===== src/rtl/jtag_tap_responder_if.sv =====
// Host-side JTAG pins and debug readback of the target TAP.
// The host (master) drives the raw JTAG inputs; the TAP (slave) answers.
interface jtag_tap_responder_if;
    logic       tck;
    logic       tms;
    logic       tdi;
    logic       trst_n;
    logic       tdo;
    logic       tdo_oe;
    logic [3:0] tap_state;
    logic [3:0] ir_value;
    logic [7:0] user_reg;

    modport master (
        output tck, tms, tdi, trst_n,
        input  tdo, tdo_oe, tap_state, ir_value, user_reg
    );

    modport slave (
        input  tck, tms, tdi, trst_n,
        output tdo, tdo_oe, tap_state, ir_value, user_reg
    );
endinterface


===== src/rtl/jtag_tap_responder.sv =====
// Oversampled IEEE 1149.1 TAP: 4-bit IR, IDCODE, BYPASS and 8-bit USER DR.
// All JTAG pins are synchronized into clk; TCK edges become single-cycle strobes.
module jtag_tap_responder #(
    parameter logic [31:0] IDCODE      = 32'h1BB1_0001,
    parameter int unsigned SYNC_STAGES = 2
) (
    input logic                 clk,
    input logic                 rst_n,
    jtag_tap_responder_if.slave jtag
);
    typedef enum logic [3:0] {
        TLR    = 4'hF, RTI    = 4'hC,
        SEL_DR = 4'h7, CAP_DR = 4'h6,
        SH_DR  = 4'h2, EX1_DR = 4'h1,
        PAU_DR = 4'h3, EX2_DR = 4'h0,
        UPD_DR = 4'h5, SEL_IR = 4'h4,
        CAP_IR = 4'hE, SH_IR  = 4'hA,
        EX1_IR = 4'h9, PAU_IR = 4'hB,
        EX2_IR = 4'h8, UPD_IR = 4'hD
    } tap_state_e;

    localparam logic [3:0] IR_IDCODE = 4'b0001;
    localparam logic [3:0] IR_USER   = 4'b0010;

    logic [SYNC_STAGES-1:0] tck_sync_q, tms_sync_q;
    logic [SYNC_STAGES-1:0] tdi_sync_q, trst_sync_q;
    logic                   tck_prev_q;
    logic                   tck_s, tms_s, tdi_s, trst_s;
    logic                   rise, fall;

    tap_state_e  state_q, state_d;
    logic [3:0]  ir_shift_q, ir_value_q;
    logic [31:0] dr_shift_q, dr_capture, dr_shifted;
    logic [7:0]  user_q;
    logic        tdo_q, tdo_oe_q;

    function automatic tap_state_e tap_next(tap_state_e s, logic m);
        tap_state_e n;
        n = TLR;
        case (s)
            TLR:    n = m ? TLR    : RTI;
            RTI:    n = m ? SEL_DR : RTI;
            SEL_DR: n = m ? SEL_IR : CAP_DR;
            CAP_DR: n = m ? EX1_DR : SH_DR;
            SH_DR:  n = m ? EX1_DR : SH_DR;
            EX1_DR: n = m ? UPD_DR : PAU_DR;
            PAU_DR: n = m ? EX2_DR : PAU_DR;
            EX2_DR: n = m ? UPD_DR : SH_DR;
            UPD_DR: n = m ? SEL_DR : RTI;
            SEL_IR: n = m ? TLR    : CAP_IR;
            CAP_IR: n = m ? EX1_IR : SH_IR;
            SH_IR:  n = m ? EX1_IR : SH_IR;
            EX1_IR: n = m ? UPD_IR : PAU_IR;
            PAU_IR: n = m ? EX2_IR : PAU_IR;
            EX2_IR: n = m ? UPD_IR : SH_IR;
            UPD_IR: n = m ? SEL_DR : RTI;
            default: n = TLR;
        endcase
        return n;
    endfunction

    assign tck_s  = tck_sync_q[SYNC_STAGES-1];
    assign tms_s  = tms_sync_q[SYNC_STAGES-1];
    assign tdi_s  = tdi_sync_q[SYNC_STAGES-1];
    assign trst_s = trst_sync_q[SYNC_STAGES-1];
    assign rise   = tck_s & ~tck_prev_q;
    assign fall   = ~tck_s & tck_prev_q;

    assign state_d = tap_next(state_q, tms_s);

    always_ff @(posedge clk or negedge rst_n) begin
        if (!rst_n) begin
            tck_sync_q  <= '0;
            tms_sync_q  <= '0;
            tdi_sync_q  <= '0;
            trst_sync_q <= '0;
            tck_prev_q  <= 1'b0;
        end else begin
            tck_sync_q  <= {tck_sync_q[SYNC_STAGES-2:0], jtag.tck};
            tms_sync_q  <= {tms_sync_q[SYNC_STAGES-2:0], jtag.tms};
            tdi_sync_q  <= {tdi_sync_q[SYNC_STAGES-2:0], jtag.tdi};
            trst_sync_q <= {trst_sync_q[SYNC_STAGES-2:0], jtag.trst_n};
            tck_prev_q  <= tck_s;
        end
    end

    // Selected DR: capture value and one LSB-first shift step at its length.
    always_comb begin
        dr_capture = '0;
        dr_shifted = '0;
        case (ir_value_q)
            IR_IDCODE: begin
                dr_capture = IDCODE;
                dr_shifted = {tdi_s, dr_shift_q[31:1]};
            end
            IR_USER: begin
                dr_capture = {24'h0, user_q};
                dr_shifted = {24'h0, tdi_s, dr_shift_q[7:1]};
            end
            default: dr_shifted = {31'h0, tdi_s};
        endcase
    end

    always_ff @(posedge clk or negedge rst_n) begin
        if (!rst_n) begin
            state_q    <= TLR;
            ir_shift_q <= '0;
            ir_value_q <= IR_IDCODE;
            dr_shift_q <= '0;
            user_q     <= '0;
            tdo_q      <= 1'b0;
            tdo_oe_q   <= 1'b0;
        end else begin
            if (!trst_s) begin
                state_q    <= TLR;
                ir_value_q <= IR_IDCODE;
            end else if (rise) begin
                state_q <= state_d;
                case (state_q)
                    CAP_IR: ir_shift_q <= 4'b0101;
                    SH_IR:  ir_shift_q <= {tdi_s, ir_shift_q[3:1]};
                    UPD_IR: ir_value_q <= ir_shift_q;
                    CAP_DR: dr_shift_q <= dr_capture;
                    SH_DR:  dr_shift_q <= dr_shifted;
                    UPD_DR: begin
                        if (ir_value_q == IR_USER)
                            user_q <= dr_shift_q[7:0];
                    end
                    default: ;
                endcase
                if (state_q == TLR || state_d == TLR)
                    ir_value_q <= IR_IDCODE;
            end
            // TDO changes on the falling edge so the host samples it stable.
            if (fall) begin
                case (state_q)
                    SH_IR: begin
                        tdo_q    <= ir_shift_q[0];
                        tdo_oe_q <= 1'b1;
                    end
                    SH_DR: begin
                        tdo_q    <= dr_shift_q[0];
                        tdo_oe_q <= 1'b1;
                    end
                    default: begin
                        tdo_q    <= 1'b0;
                        tdo_oe_q <= 1'b0;
                    end
                endcase
            end
        end
    end

    assign jtag.tdo       = tdo_q;
    assign jtag.tdo_oe    = tdo_oe_q;
    assign jtag.tap_state = state_q;
    assign jtag.ir_value  = ir_value_q;
    assign jtag.user_reg  = user_q;
endmodule


===== src/flat_wrapper.sv =====
// flat-port wrapper written by rule: the top's interface ports become plain ports
module jtag_tap_responder_flat 
#(
    parameter logic [31:0] IDCODE      = 32'h1BB1_0001,
    parameter int unsigned SYNC_STAGES = 2
)
  (clk, rst_n, jtag_tck, jtag_tms, jtag_tdi, jtag_trst_n, jtag_tdo, jtag_tdo_oe, jtag_tap_state, jtag_ir_value, jtag_user_reg);
  jtag_tap_responder_if jtag_i ();
  input logic clk;
  input logic rst_n;
  input wire logic [$bits(jtag_i.tck)-1:0] jtag_tck;
  input wire logic [$bits(jtag_i.tms)-1:0] jtag_tms;
  input wire logic [$bits(jtag_i.tdi)-1:0] jtag_tdi;
  input wire logic [$bits(jtag_i.trst_n)-1:0] jtag_trst_n;
  output wire logic [$bits(jtag_i.tdo)-1:0] jtag_tdo;
  output wire logic [$bits(jtag_i.tdo_oe)-1:0] jtag_tdo_oe;
  output wire logic [$bits(jtag_i.tap_state)-1:0] jtag_tap_state;
  output wire logic [$bits(jtag_i.ir_value)-1:0] jtag_ir_value;
  output wire logic [$bits(jtag_i.user_reg)-1:0] jtag_user_reg;
  assign jtag_i.tck = jtag_tck;
  assign jtag_i.tms = jtag_tms;
  assign jtag_i.tdi = jtag_tdi;
  assign jtag_i.trst_n = jtag_trst_n;
  assign jtag_tdo = jtag_i.tdo;
  assign jtag_tdo_oe = jtag_i.tdo_oe;
  assign jtag_tap_state = jtag_i.tap_state;
  assign jtag_ir_value = jtag_i.ir_value;
  assign jtag_user_reg = jtag_i.user_reg;
  jtag_tap_responder #(.IDCODE(IDCODE), .SYNC_STAGES(SYNC_STAGES)) u_core (.clk(clk), .rst_n(rst_n), .jtag(jtag_i));
endmodule

===== config.mk =====
export PLATFORM = sky130hd
export DESIGN_NAME = jtag_tap_responder_flat
export DESIGN_NICKNAME = d
export VERILOG_FILES = /design/src/rtl/jtag_tap_responder_if.sv /design/src/rtl/jtag_tap_responder.sv /design/src/flat_wrapper.sv
export SDC_FILE = /design/constraint.sdc
export NUM_CORES = 1
export LEC_CHECK = 0
export CAP_MARGIN = 20
export CORE_MARGIN = 1
export CORE_UTILIZATION = 55
export CTS_BUF_LIST = sky130_fd_sc_hd__clkbuf_16
export CTS_CLUSTER_SIZE = 28
export DETAILED_ROUTE_END_ITERATION = 7
export GPL_TIMING_DRIVEN = 0
export PLACE_DENSITY_LB_ADDON = 0.12
export SKIP_LAST_GASP = 1
export SYNTH_ARGS = -nofsm -noshare
export SYNTH_HDL_FRONTEND = slang
export SYNTH_SLANG_ARGS = --single-unit

===== constraint.sdc =====
create_clock -name clk -period 4.7 [get_ports clk]
set_input_delay 0.705 -clock clk [delete_from_list [all_inputs] [get_ports clk]]
set_output_delay 0.705 -clock clk [all_outputs]
set_load 0.005 [all_outputs]

==> impl_summary.md, run 1 <==
Clock tree
The buffer depth of the longest clock path is 2. The clock-pin slew on the worst setup and hold paths is 0.05 ns. Buffers inserted during clock tree synthesis total 9. The H-tree depth is 3. The number of hold-repair buffers added at the cts stage is 0. In this run, post-CTS repair resized a total of 0 instances. The count of clock tree sinks is 63. TritonCTS built the clock tree. The clock reaches the later pin of the worst-skew pair after 0.32 ns. Post-CTS timing repair inserted 0 buffers for setup.

The master cell of the clock root buffer is clkbuf_16.

Critical path
In this design, the stage delay of the slowest critical-path cell is 0.58 ns. The type of destination of the critical path is an output pin. For the worst setup path, the data arrival time is 1.41 ns. The number of buffers and inverters on the critical path is 1. Among all stages on the critical path, the largest delay is contributed by dfstp_2. Of all nets on the critical path, the largest fanout is 5. The nature of the critical path startpoint is a flip-flop.

The worst setup path is of the reg -> out kind. STA puts the critical path data required time at 3.99 ns. Walking the worst path, the cells encountered are clkdlybuf4s50_1. The top cell family by delay on the critical path is flip-flops.

Power
After layout, the design draws a total of 0.00132 W. The highest ir drop seen on vdd is 0.000324 V. The sequential cell fraction of total power is 43.5%.

Per report_power, the clock group accounts for 51.8% of the total. In this run the static leakage power is 1.47 nW. Cell internal power was estimated by the tool at 0.00105 W. Of the total power, combinational logic draws 4.7%.

Of the total power, the share spent switching nets is 20.6%. Dividing total power by cell area gives a power density of 399 nW/um^2. Summed over all nets, the switching power comes to 0.000271 W.

Synth
Counting every instance in the synthesized netlist gives 229. The flop and latch count out of synthesis is 63. The area share of the largest cell type after synthesis is 54.3%. The net count after synthesis is 235. A synthesized cell averages 11.7 um^2. In the post-synthesis netlist, the biggest area contributors are dfrtp_1 54%, a22o_1 6.2%, dfstp_2 4.9%. In this run, distinct cell masters in the synthesized netlist total 42. The top cell type by total area after synthesis is dfrtp_1. The total of warnings raised by yosys is 0. The mapped netlist covers 2670 um^2. The sequential area share after synthesis is 59.2%.

Floorplan
The floorplan step defined a die boundary enclosing 5140 um^2. The count of boundary I/O pins is 24. The floorplan step set the die height to 71.7 um. The width of the die is 71.7 um. In this run the standard cell core region covers 4690 um^2. The floorplan has 25 rows. The effective utilization at floorplan is 57.0%.

Routing
In the routed design, unresolved DRC markers number 0. In this run, the number of DRC markers left after iteration 0 of detailed routing was 119. The residual antenna-violating net count after detailed routing is 0. Dividing the detail-routed wire length by the instance count gives 15.4 um.

Detailed routing inserted a total of 1884 vias. Dividing the detail-routed via count by the number of cells gives 5.83. The first TritonRoute pass finished after 5 iterations. The total detailed-routing wirelength is 4970 um.

Global route
The maximum number of pins on one net before global-route repair is 37. The via count of the first global-routing pass is 1799. The first-pass GRT wire length is 8540 um. The initial antenna violation count came to 0. The total global routing overflow is 0.

The aggregate global-route resource usage is 22.1%.

STA
Between clock sinks in the finished design, the worst skew comes to 0.00773 ns. Setup repair after global routing left no endpoint under its margin. The number of hold-slack violations in the final timing report is 0.

The setup violation total in the final timing report is 0. Setup total negative slack on the finished layout was measured at 0 ns. The worst slew slack as a fraction of its limit is 58.8%. The maximum achievable frequency is 474 MHz. The final number of max-transition violations is 0. The fraction of the cycle the final worst path needs is 44.9%. The worst path needs 2.11 ns of the cycle, external delays included. The slew at the pin with the worst max-slew slack is 0.617 ns.

Layout
The register with the most flip-flops in the layout has 32 of them. The area growth from synthesis to layout is 23.4%. The fraction of layout cells with a size suffix above 1 is 16.0%. Counting the fill cells in the layout gives 329. The final layout contains 270 nets. The total area of multi-input combinational cells is 988 um^2.

The area used by sequential logic in the layout is 1580 um^2. 0 antenna diodes ended up in the layout.

Placement
The count of input and output buffers is 23. Once detailed placement completed, the half-perimeter wirelength came to 3260 um. Routability-driven placement finished with a final weighted congestion of 0.899.

Run status
The flow ran to the end, and the final reports show no timing, DRC or antenna violations.

Job
The number of max-capacitance violations reported is 0.

Min path
The type of the most critical hold path is reg -> reg.
## cells in the mapped netlist (all sizes together)
cell	instances
nor2b	3
nor3b	4
nor4b	2
nor2	8
and2	1
nand3b	2
a32oi	1
o31ai	1
nor4	2
mux2	8
o41ai	1
mux2i	2
nand3	2
buf	6
nand2b	6
dfrtp	58
a31oi	1
or4b	3
nand2	27
a22o	19
xnor2	1
a21o	1
and3	1
dfstp	5
nor3	3
or3	2
a22oi	7
clkbuf	10
o21ai	30
or3b	1
a21oi	7
a21boi	1
inv	3
## metrics by stage
step	hold slack [ns]	util, %	setup slack, ns	instance area (um^2)	instances
final	0.344	70.3	2.59	3300	323
after global routing	0.352	70.3	2.57	3300	323
after CTS	0.346	70.3	2.59	3300	323
after detailed placement	0.335	63.7	2.77	2990	307
after global placement	0.333	63.3	0.936	2970	306
after floorplan	0.331	-	2.85	2670	229
## layer usage
| layer | GRT usage (%) | vias up | wire [um] |
|---|---|---|---|
| met5 | 0 | - | 0 |
| met4 | 10.5 | 0 | 76 |
| met3 | 5.49 | 9 | 162 |
| met2 | 33.3 | 38 | 2310 |
| met1 | 30.4 | 949 | 2420 |
| li1 | - | 888 | - |
## area by class of cell
type	count	area share, %
buffer	16	2.77
clock buffer	9	6.82
clock inverter	7	2.69
inverter	3	0.341
multi-input combinational	147	29.9
sequential	63	48.0
tap	54	2.05
timing repair buffer	24	7.43
## power groups by stage
| stage | clock network, W | registers (W) | logic [W] |
|---|---|---|---|
| finish | 0.000682 | 0.000572 | 0.0000623 |
| CTS | 0.000693 | 0.000572 | 0.0000633 |
| global route | 0.000716 | 0.000574 | 0.0000710 |
| global placement | 0 | 0.000581 | 0.0000603 |
| floorplan | 0 | 0.000578 | 0.0000331 |
| detailed placement | 0 | 0.000581 | 0.0000629 |
## placed cells by master, fill, tap and decap left out, types with 8 or more instances in the layout
| cell type | netlist | layout |
|---|---|---|
| a22o_1 | 19 | 19 |
| clkbuf_1 | 10 | 10 |
| clkbuf_16 | 0 | 9 |
| clkdlybuf4s50_1 | 0 | 22 |
| dfrtp_1 | 58 | 58 |
| mux2_4 | 8 | 8 |
| nand2_1 | 27 | 27 |
| o21ai_0 | 24 | 24 |
## logic make-up after synthesis
| logic type | Yosys count | synth area share [%] |
|---|---|---|
| muxes | 10 | 5.24 |
| DFF | 63 | 59.2 |
| buffers and inverters | 19 | 3.84 |
| xor gates and xnor gates | 1 | 0.328 |
| and+or+nand+nor | 67 | 14.6 |
| AOI/OAI and AO/OA | 69 | 16.8 |
## path summary, 6_finish.rpt
path | from | end | slack [ns] | cells after the start
worst max-delay path | u_core.jtag.ir_value[0] | jtag_ir_value[0] | 2.59 | 1
worst min-delay path | u_core.tck_sync_q[0] | u_core.tck_sync_q[1] | 0.34 | 0
worst max register to register | u_core.jtag.ir_value[3] | u_core.jtag.user_reg[4] | 2.77 | 5
worst min register to register | u_core.tck_sync_q[0] | u_core.tck_sync_q[1] | 0.34 | 0
max in group asynchronous | rst_n | u_core.jtag.ir_value[0] | 3.65 | 2
min in group asynchronous | rst_n | u_core.ir_shift_q[1] | 0.40 | 1
(Power assumes the default switching activity.)
==> run 2, diff against run 1 <==
clock period = 2.1 ns   (was 4.7 ns; I/O delays follow)
==> results of run 2 <==
The final DEF is identical to that of run 1. Status: finished clean.
Among the figures that moved: setup slack after placement 2.77 ns -> 0.172 ns; setup slack after layout 2.59 ns -> 0.165 ns; hold slack 0.344 ns -> 0.00858 ns; start point of the critical path u_core.jtag.ir_value[0] -> u_core.jtag.ir_value[3]; end point of the critical path jtag_ir_value[0] -> u_core.jtag.user_reg[4]; register-to-register setup slack 2.77 ns -> 0.17 ns; total power 0.00132 W -> 0.00295 W; worst IR drop on VDD 0.000324 V -> 0.000725 V
==> run 3, diff against run 2 <==
CORE_ASPECT_RATIO = 0.9   (was not set)
GPL_TIMING_DRIVEN = not set   (was 0)
==> impl_summary.md, run 3 (synthesis gave the netlist of run 1 again) <==
Run status
The run finished with clean final reports.

Global route
The initial antenna violation count is 0 (unchanged). The aggregate global-route resource usage came to 22.2% (+0.078 points). The first-pass GRT wire length was 8200 um (-4.0%). The total global routing overflow is 0 (unchanged). The via count of the first global-routing pass was 1641 (-8.8%).

The maximum number of pins on one net before global-route repair was 50 (+35%).

Placement
The post-placement cell count is 309 (+0.65%). The routability congestion estimate is 0.797 (-11%). The placed wire-length estimate is 3230 um (-0.89%). The post-placement setup slack is 0.117 ns. The count of input and output buffers is 23 (unchanged).

Floorplan
The count of boundary I/O pins is 24 (unchanged). The total core area is 4550 um^2 (-3.1%). The number of rows in the core area was 23 (-8.0%).

The width of the die is 75.5 um (+5.3%). The effective utilization at floorplan is 58.8% (+1.8 points). The overall die area is 5140 um^2 (about the same). The height of the die came to 68.1 um (-5.0%).

Routing
The residual DRC count is 0 (unchanged). The total detailed-routing wirelength was 4970 um (about the same). The residual antenna-violating net count after detailed routing is 0 (unchanged). The first-pass iteration count of the detailed router is 4 (-1).

The number of design-rule violations left by the first detailed-router iteration is 104 (-13%). The via count of the routed design is 1822 (-3.3%). The average vias per placed instance was 5.57 (-4.5%). The per-cell routed wire length is 15.2 um (-1.2%).

Min path
The type of the most critical hold path is reg -> reg.

Power
Total power for the finished layout comes to 0.00286 W. The leakage power is 1.48 nW (+0.97%). VDD sags by at most 0.000905 V. The power density over cell area is 866 nW/um^2.

Layout
The area used by sequential logic in the layout is 1580 um^2 (unchanged). The filler cell count was 317 (-3.6%). The fraction of layout cells with a size suffix above 1 is 18.9% (+2.9 points). The post-route core utilization is 72.8% (+2.4 points). The number of nets in the finished design was 266 (-1.5%).

The final cell count without fillers is 327 (+1.2%). The number of flip-flops under the largest register name is 32 (unchanged). The count of antenna diodes in the layout is 0 (unchanged).

The total area of multi-input combinational cells is 988 um^2 (unchanged). Leaving out fill and tap cells, the most frequent cells in the layout are 58 x dfrtp_1, 27 x nand2_1, 24 x o21ai_0. The most common cell after layout, fill and taps aside is dfrtp_1. Compared with the post-synthesis result, the final layout area differs by 23.7%.

STA
The slew at the pin with the worst max-slew slack was 0.478 ns (-0.139 ns). The worst slew slack as a fraction of its limit was 67.7% (+8.8 points). The worst-case clock skew is 0.00540 ns (-0.00233 ns). The final worst-path setup slack is 0.111 ns.

The maximum achievable frequency is 503 MHz. The total negative slack is 0 ns (unchanged). The fraction of the cycle the final worst path needs is 94.7%. The number of hold-slack violations in the final timing report is 0 (unchanged). The clock period minus worst slack is 1.99 ns. The setup violation total in the final timing report is 0 (unchanged). The final number of max-transition violations is 0 (unchanged).

Critical path
At the worst endpoint, the arrival time is 2.23 ns. The setup path with the least slack is of type reg -> reg. For the worst setup path, the data required time is 2.34 ns. The type of destination of the critical path is a flip-flop. The nature of the critical path startpoint is a flip-flop. The peak fanout along the critical path is 14.

Clock tree
The clock latency reported for the late side of the worst-skew pair is 0.32 ns (about the same). The H-tree depth came to 3 (unchanged). The post-CTS resize count is 0 (unchanged). The master cell of the clock root buffer is clkbuf_16. The total clock buffers created by CTS was 9 (unchanged). The count of clock tree sinks came to 63 (unchanged). The clock tree from TritonCTS is built. The clock-pin slew on the worst setup and hold paths came to 0.05 ns (about the same). The buffer depth of the longest clock path was 2 (unchanged).

Job
The number of max-capacitance violations reported is 0 (unchanged).
## run 3: area by class of cell
class	instances	share of cell area [%]
sequential	63	47.8
multi-input combinational	147	29.9
timing repair buffer	36	10.6
clock buffer	9	6.81
tap	62	2.34
clock inverter	7	2.19
inverter	3	0.340
## run 3: final timing paths
check                                         to  slack [ns]                      from  depth (start not counted)
max                         u_core.dr_shift_q[4]        0.11  u_core.jtag.tap_state[1]                          5
min                        u_core.trst_sync_q[1]        0.34     u_core.trst_sync_q[0]                          0
max reg2reg                 u_core.dr_shift_q[4]        0.11  u_core.jtag.tap_state[1]                          5
min reg2reg                u_core.trst_sync_q[1]        0.34     u_core.trst_sync_q[0]                          0
max in group asynchronous  u_core.dr_shift_q[18]        0.87                     rst_n                          4
min in group asynchronous   u_core.ir_shift_q[0]        0.48                     rst_n                          2
## run 3: report_power, final
part / internal (W) / switching, W
clock: 0.000918 / 0.000525
sequential: 0.00125 / 0.0000325
combinational: 0.0000593 / 0.0000751
total: 0.00223 / 0.000633
## run 3: worst max-delay path, cell delays in order (launching register included)
cell and delay [ns]:
dfstp_2 0.65, or4b_4 0.58, nor4_4 0.27, buf_4 0.18
a22oi_1 0.09, o21ai_1 0.15
## run 3: timing repair
item | in CTS | in global routing
buffers inserted | 0 | 1
hold buffers | 1 | 0
endpoints found under the hold margin | 15 | 0
setup endpoints to repair | 0 | 6
## run 3: layer usage
layer	routed length, um	share of wire [%]	vias to the layer above	global-route usage (%)
met2	2210	44	34	29.7
li1	-	-	888	-
met4	8	0.16	0	4.86
met5	0	0	-	0
met3	214	4.3	2	8.84
met1	2540	51	898	33.8
## run 3: through the flow
stage	hold WS, ns	area (um^2)
6_report	0.345	3310
4_1_cts	0.346	3300
3_5_place_dp	0.291	2990
5_1_grt	0.348	3310
3_3_place_gp	0.290	2990
2_1_floorplan	0.0194	2670
